[src/rtl/wdt_ctrl.sv]
// wdt_ctrl: bus register front-end for a watchdog timer. Decodes single-beat
// reads/writes into enable, stretched kick pulse and timeout count, and turns
// the watchdog's asynchronous timeout line into a sticky status bit and a
// maskable interrupt.
module wdt_ctrl #(
  parameter int LIVE_PULSE = 4
) (
  input  logic        clk,
  input  logic        rst,
  input  logic        req_valid,
  output logic        req_ready,
  input  logic        req_write,
  input  logic [3:0]  req_addr,
  input  logic [31:0] req_wdata,
  output logic        resp_valid,
  input  logic        resp_ready,
  output logic [31:0] resp_rdata,
  output logic        resp_err,
  output logic        WDEN,
  output logic        WDLIVE,
  output logic [31:0] WTOCNT,
  input  logic        wto_in,
  output logic        wdt_irq
);

  localparam logic [7:0] LIVE_LOAD = 8'(LIVE_PULSE);
  localparam logic [3:0] A_CTRL    = 4'h0;
  localparam logic [3:0] A_KICK    = 4'h4;
  localparam logic [3:0] A_TOCNT   = 4'h8;
  localparam logic [3:0] A_STATUS  = 4'hC;

  typedef enum logic {S_IDLE, S_RESP} state_t;

  state_t      state_q, state_d;
  logic        accept;
  logic        hit;
  logic        bad_wr;
  logic [31:0] rd_val;
  logic        wr_ctrl, wr_kick, wr_tocnt, wr_status;

  logic        wden_q;
  logic [7:0]  live_cnt_q;
  logic [31:0] wtocnt_q;
  logic        irq_en_q;
  logic        wto_sticky_q;
  logic [31:0] resp_rdata_q;
  logic        resp_err_q;

  // timeout synchroniser chain: meta flop, synchronised level, edge-detect delay
  logic        wto_meta_p0, wto_sync_p1, wto_dly_p2;
  logic        wto_rise;

  // handshake state register
  always_ff @(posedge clk) begin
    if (rst) state_q <= S_IDLE;
    else     state_q <= state_d;
  end

  // handshake next state and ready/valid: one request outstanding at a time
  always_comb begin
    state_d    = state_q;
    req_ready  = 1'b0;
    resp_valid = 1'b0;
    case (state_q)
      S_IDLE: begin
        req_ready = 1'b1;
        if (req_valid) state_d = S_RESP;
      end
      S_RESP: begin
        resp_valid = 1'b1;
        if (resp_ready) state_d = S_IDLE;
      end
      default: state_d = S_IDLE;
    endcase
  end

  assign accept = req_valid && req_ready;

  // address decode: read mux from pre-write state, and write-rejection rule
  always_comb begin
    hit    = 1'b1;
    bad_wr = 1'b0;
    rd_val = '0;
    case (req_addr)
      A_CTRL:   rd_val = {31'b0, wden_q};
      A_KICK:   rd_val = {31'b0, WDLIVE};
      A_TOCNT: begin
        rd_val = wtocnt_q;
        bad_wr = req_write && wden_q;
      end
      A_STATUS: rd_val = {23'b0, irq_en_q, 6'b0, wto_sync_p1, wto_sticky_q};
      default:  hit = 1'b0;
    endcase
  end

  assign wr_ctrl   = accept && req_write && (req_addr == A_CTRL);
  assign wr_kick   = accept && req_write && (req_addr == A_KICK) && req_wdata[0];
  assign wr_tocnt  = accept && req_write && (req_addr == A_TOCNT) && !wden_q;
  assign wr_status = accept && req_write && (req_addr == A_STATUS);

  // control registers, kick counter and sticky timeout status
  always_ff @(posedge clk) begin
    if (rst) begin
      wden_q       <= 1'b0;
      live_cnt_q   <= '0;
      wtocnt_q     <= '0;
      irq_en_q     <= 1'b0;
      wto_sticky_q <= 1'b0;
    end else begin
      if (wr_ctrl)  wden_q   <= req_wdata[0];
      if (wr_tocnt) wtocnt_q <= req_wdata;
      if (wr_status) irq_en_q <= req_wdata[8];
      // a reload during an active pulse extends it without a gap
      if (wr_kick)                live_cnt_q <= LIVE_LOAD;
      else if (live_cnt_q != '0)  live_cnt_q <= live_cnt_q - 8'd1;
      // a new edge beats a simultaneous write-1-to-clear
      if (wto_rise)                        wto_sticky_q <= 1'b1;
      else if (wr_status && req_wdata[0])  wto_sticky_q <= 1'b0;
    end
  end

  // response capture at accept; held stable while the response waits
  always_ff @(posedge clk) begin
    if (rst) begin
      resp_rdata_q <= '0;
      resp_err_q   <= 1'b0;
    end else if (accept) begin
      resp_rdata_q <= req_write ? 32'b0 : rd_val;
      resp_err_q   <= !hit || bad_wr;
    end
  end

  // two-flop synchroniser for wto_in plus a delay flop for rising-edge detect
  always_ff @(posedge clk) begin
    if (rst) begin
      wto_meta_p0 <= 1'b0;
      wto_sync_p1 <= 1'b0;
      wto_dly_p2  <= 1'b0;
    end else begin
      wto_meta_p0 <= wto_in;
      wto_sync_p1 <= wto_meta_p0;
      wto_dly_p2  <= wto_sync_p1;
    end
  end

  assign wto_rise   = wto_sync_p1 && !wto_dly_p2;
  assign WDEN       = wden_q;
  assign WDLIVE     = (live_cnt_q != '0);
  assign WTOCNT     = wtocnt_q;
  assign wdt_irq    = wto_sticky_q && irq_en_q;
  assign resp_rdata = resp_rdata_q;
  assign resp_err   = resp_err_q;

endmodule

[config.mk]
export PLATFORM = sky130hd
export DESIGN_NAME = wdt_ctrl
export DESIGN_NICKNAME = d
export VERILOG_FILES = /design/src/rtl/wdt_ctrl.sv
export SDC_FILE = /design/constraint.sdc
export NUM_CORES = 1
export LEC_CHECK = 0
export ABC_AREA = 1
export CAP_MARGIN = 20
export CORE_MARGIN = 5
export CORE_UTILIZATION = 44
export CTS_CLUSTER_SIZE = 14
export DETAILED_ROUTE_END_ITERATION = 8
export GPL_ROUTABILITY_DRIVEN = 0
export HOLD_SLACK_MARGIN = 0.15
export PLACE_DENSITY_LB_ADDON = 0.15
export SYNTH_ARGS = -nofsm -noshare
export SYNTH_HDL_FRONTEND = slang
export SYNTH_SLANG_ARGS = --single-unit
[constraint.sdc]
create_clock -name clk -period 1.5 [get_ports clk]
set_clock_uncertainty 0.05 [all_clocks]
set_input_delay 0.3 -clock clk [delete_from_list [all_inputs] [get_ports clk]]
set_output_delay 0.3 -clock clk [all_outputs]
set_load 0.01 [all_outputs]
==> results.sh <==
export IMPL_cts_tree="built"
export IMPL_hold_viol_final=0
export IMPL_grt_max_degree=33
export IMPL_irDropWorstVdd_uv=493
export IMPL_setup_tns_ns=-0.140
export IMPL_yosysUniqueCellTypes=31
export IMPL_synth_top_cell_area_share_pct=53.1
export IMPL_syn_num_nets=413
export IMPL_diodes=0
export IMPL_setup_violations=1
export IMPL_hpwl_um=5930
export IMPL_postCtsHoldBufs=0
export IMPL_violations="setup timing"
export IMPL_worst_pin_slew_ns=0.369
export IMPL_yosysSeqAreaShare_pct=53.1
export IMPL_critPathMaxStageDelay_ns=0.32
export IMPL_startpoint_type="flip-flop"
export IMPL_clockPowerShare_pct=30.3
export IMPL_yosys_top_cells_count="108 x nor2_1, 80 x dfxtp_1, 37 x o21ai_0"
export IMPL_min_to="wto_sync_p1"
export IMPL_yosys_register_bits=80
export IMPL_fin_crit_sh_pct=109
export IMPL_first_global_vias=2886
export IMPL_core_area_mm2=0.00672
export IMPL_crit_type="reg -> out"
export IMPL_ant_nets=0
export IMPL_whs_ns=0.357
export IMPL_outcome="complete, but fails checks"
export IMPL_htree_levels=3
export IMPL_nets=547
export IMPL_p_leak_nw=2.11
export IMPL_synth_top_area_cell="dfxtp_1"
export IMPL_clkTransAtPathRegs_ns=0.08
export IMPL_place_ws_ns=-0.302
export IMPL_timing_rr_end="live_cnt_q[5]"
export IMPL_clk_latency_ns=0.33
export IMPL_vias_per_cell=4.90
export IMPL_cts_buffers_inserted=9
export IMPL_whs_path_depth=2
export IMPL_register_area_mm2=0.00160
export IMPL_multi_input_area_mm2=0.00126
export IMPL_max_slew_margin_pct=75.4
export IMPL_crit_family="flip-flops"
export IMPL_route_vias_total=2875
export IMPL_ys_async_sr_fraction_pct=0
export IMPL_cp_slowest_cell="dfxtp_2"
export IMPL_synth_cells=369
export IMPL_timing_fmax_mhz=610
export IMPL_p_sw_share_pct=27.8
export IMPL_design_area_mm2=0.00456
export IMPL_io_pins=112
export IMPL_rows=30
export IMPL_drt_iter0_drc=83
export IMPL_overflow=0
export IMPL_synthFlopType="dfxtp_1"
export IMPL_r2r_slack_ns=0.12
export IMPL_avgRoutedWirePerCell_um=14.0
export IMPL_synth_area_per_cell_um2=8.18
export IMPL_drc=0
export IMPL_synth_area_mm2=0.00302
export IMPL_min_path_type="reg -> reg"
export IMPL_power_density_mw_per_mm2=1120
export IMPL_track_usage_pct=19.7
export IMPL_cp_cell_sequence="inv_2 > ha_4 > nand3_2 > or2_1 > buf_2"
export IMPL_post_route_util_pct=67.8
export IMPL_clockBufferDepth=2
export IMPL_cts_root_buffer="clkbuf_8"
export IMPL_drt_wl_total_um=8240
export IMPL_p_comb_share_pct=24.2
export IMPL_reg2regPathDepth=7
export IMPL_synth_warnings=0
export IMPL_chipWidth_um=92.8
export IMPL_yosysMostFrequentCell="nor2_1"
export IMPL_power_internal_mw=3.67
export IMPL_nFillCells=615
export IMPL_grt_pass1_wl_um=13600
export IMPL_drv_cap=0
export IMPL_layout_drive_gt1_share_pct=15.2
export IMPL_rsz0062_at_grt="yes"
export IMPL_synth_edff_count=0
export IMPL_place_area_mm2=0.00439
export IMPL_fin_ws_ns=-0.140
export IMPL_first_pass_iters=4
export IMPL_r2r_start="live_cnt_q[1]"
export IMPL_drv_slew=0
export IMPL_period_needed_ns=1.64
export IMPL_antenna_found_initial=0
export IMPL_p_seq_share_pct=45.4
export IMPL_critPathCaptureType="primary output"
export IMPL_synth_area_leaders="dfxtp_1 53%, nor2_1 13%, a22oi_1 6.7%, o21ai_0 6.1%, nand2_1 3.6%"
export IMPL_port_buffers=111
export IMPL_power_total_mw=5.08
export IMPL_initial_core_util_pct=44.9
export IMPL_clock_sinks=80
export IMPL_die_area_mm2=0.00861
export IMPL_crit_buf_inv=2
export IMPL_cp_arrival_ns=1.29
export IMPL_p_sw_mw=1.41
export IMPL_cp_max_fo=2
export IMPL_cp_required_ns=1.15
export IMPL_placed_cells=571
export IMPL_hold_start="wto_meta_p0"
export IMPL_die_height_um=92.8
export IMPL_finalNonFillerCells=587
export IMPL_area_growth_pct=51.1
metal layers:
metal | up-vias | routed length (um) | GRT usage (%)
li1 | 1471 | - | -
met1 | 1320 | 3580 | 23.5
met2 | 75 | 4030 | 33.4
met5 | - | 0 | 0
met4 | 0 | 97 | 6.96
met3 | 9 | 541 | 6.17
logic make-up (layout without fill, tap and decap cells):
kind of cell / Yosys count / count (layout) / synth area share (%)
compound gates: 81 / 81 / 16.1
xor+xnor: 3 / 3 / 0.871
fa+ha+maj: 2 / 2 / 0.829
simple gates: 161 / 161 / 22.4
flops: 80 / 80 / 53.1
buf+inv: 42 / 180 / 6.72
repair_timing:
item                       in CTS  in global routing
setup buffers                   0                  1
resized for setup              80                 23
setup endpoints to repair      70                 26
pin swaps                       3                  1
flip-flops by register name, summed over array words and instances, names as in the netlist:
name          cells
WDEN              1
WTOCNT           32
irq_en_q          1
live_cnt_q        8
resp_err          1
resp_rdata       32
state_q           1
wto_dly_p2        1
wto_meta_p0       1
wto_sticky_q      1
wto_sync_p1       1
how the worst max path moves through the flow:
| stage | start | end | slack [ns] | depth (start not counted) |
|---|---|---|---|---|
| after floorplan | live_cnt_q[0] | live_cnt_q[5] | 0.15 | 7 |
| after global placement | req_addr[1] | WTOCNT[10] | -0.26 | 8 |
| after detailed placement | req_addr[1] | resp_rdata[28] | -0.30 | 7 |
| after CTS | live_cnt_q[1] | WDLIVE | -0.16 | 5 |
| after global routing | live_cnt_q[1] | WDLIVE | -0.23 | 5 |
| final | live_cnt_q[1] | WDLIVE | -0.14 | 5 |
final cells by class:
class	count	share of cell area, %
Inverter	22	1.84
Clock inverter	5	1.24
Timing Repair Buffer	143	28.9
Clock buffer	10	3.02
Multi-Input combinational cell	247	27.6
Sequential cell	80	35.2
Tap cell	80	2.20
tightest hold or removal path, stage by stage (launching register included):
cell	delay, ns
dfxtp_1	0.30
inv_1	0.04
nor2_1	0.03
layout by cell type, fill, tap and decap left out, types with 2 or more instances in the layout:
master	n
a21oi_1	10
a21oi_2	2
a22oi_1	27
buf_12	4
buf_4	26
buf_6	2
clkbuf_8	10
clkdlybuf4s50_1	41
clkinv_2	3
dfxtp_1	78
dfxtp_2	2
dlygate4sd2_1	69
inv_1	16
inv_2	5
nand2_1	29
nand2_2	3
nand3_1	7
nand3_2	3
nand4_1	2
nor2_1	107
nor2_2	4
nor2_4	2
o21ai_0	23
o21ai_1	12
o21ai_2	4
xor2_1	3
power groups by stage:
stage,clock network [mW],logic (mW),registers [mW]
2_1_floorplan,0,0.616,2.36
3_3_place_gp,0,1.14,2.35
3_5_place_dp,0,1.18,2.35
4_1_cts,1.59,1.19,2.31
5_1_grt,1.69,1.39,2.32
6_report,1.54,1.23,2.31
(Power assumes the default switching activity.)
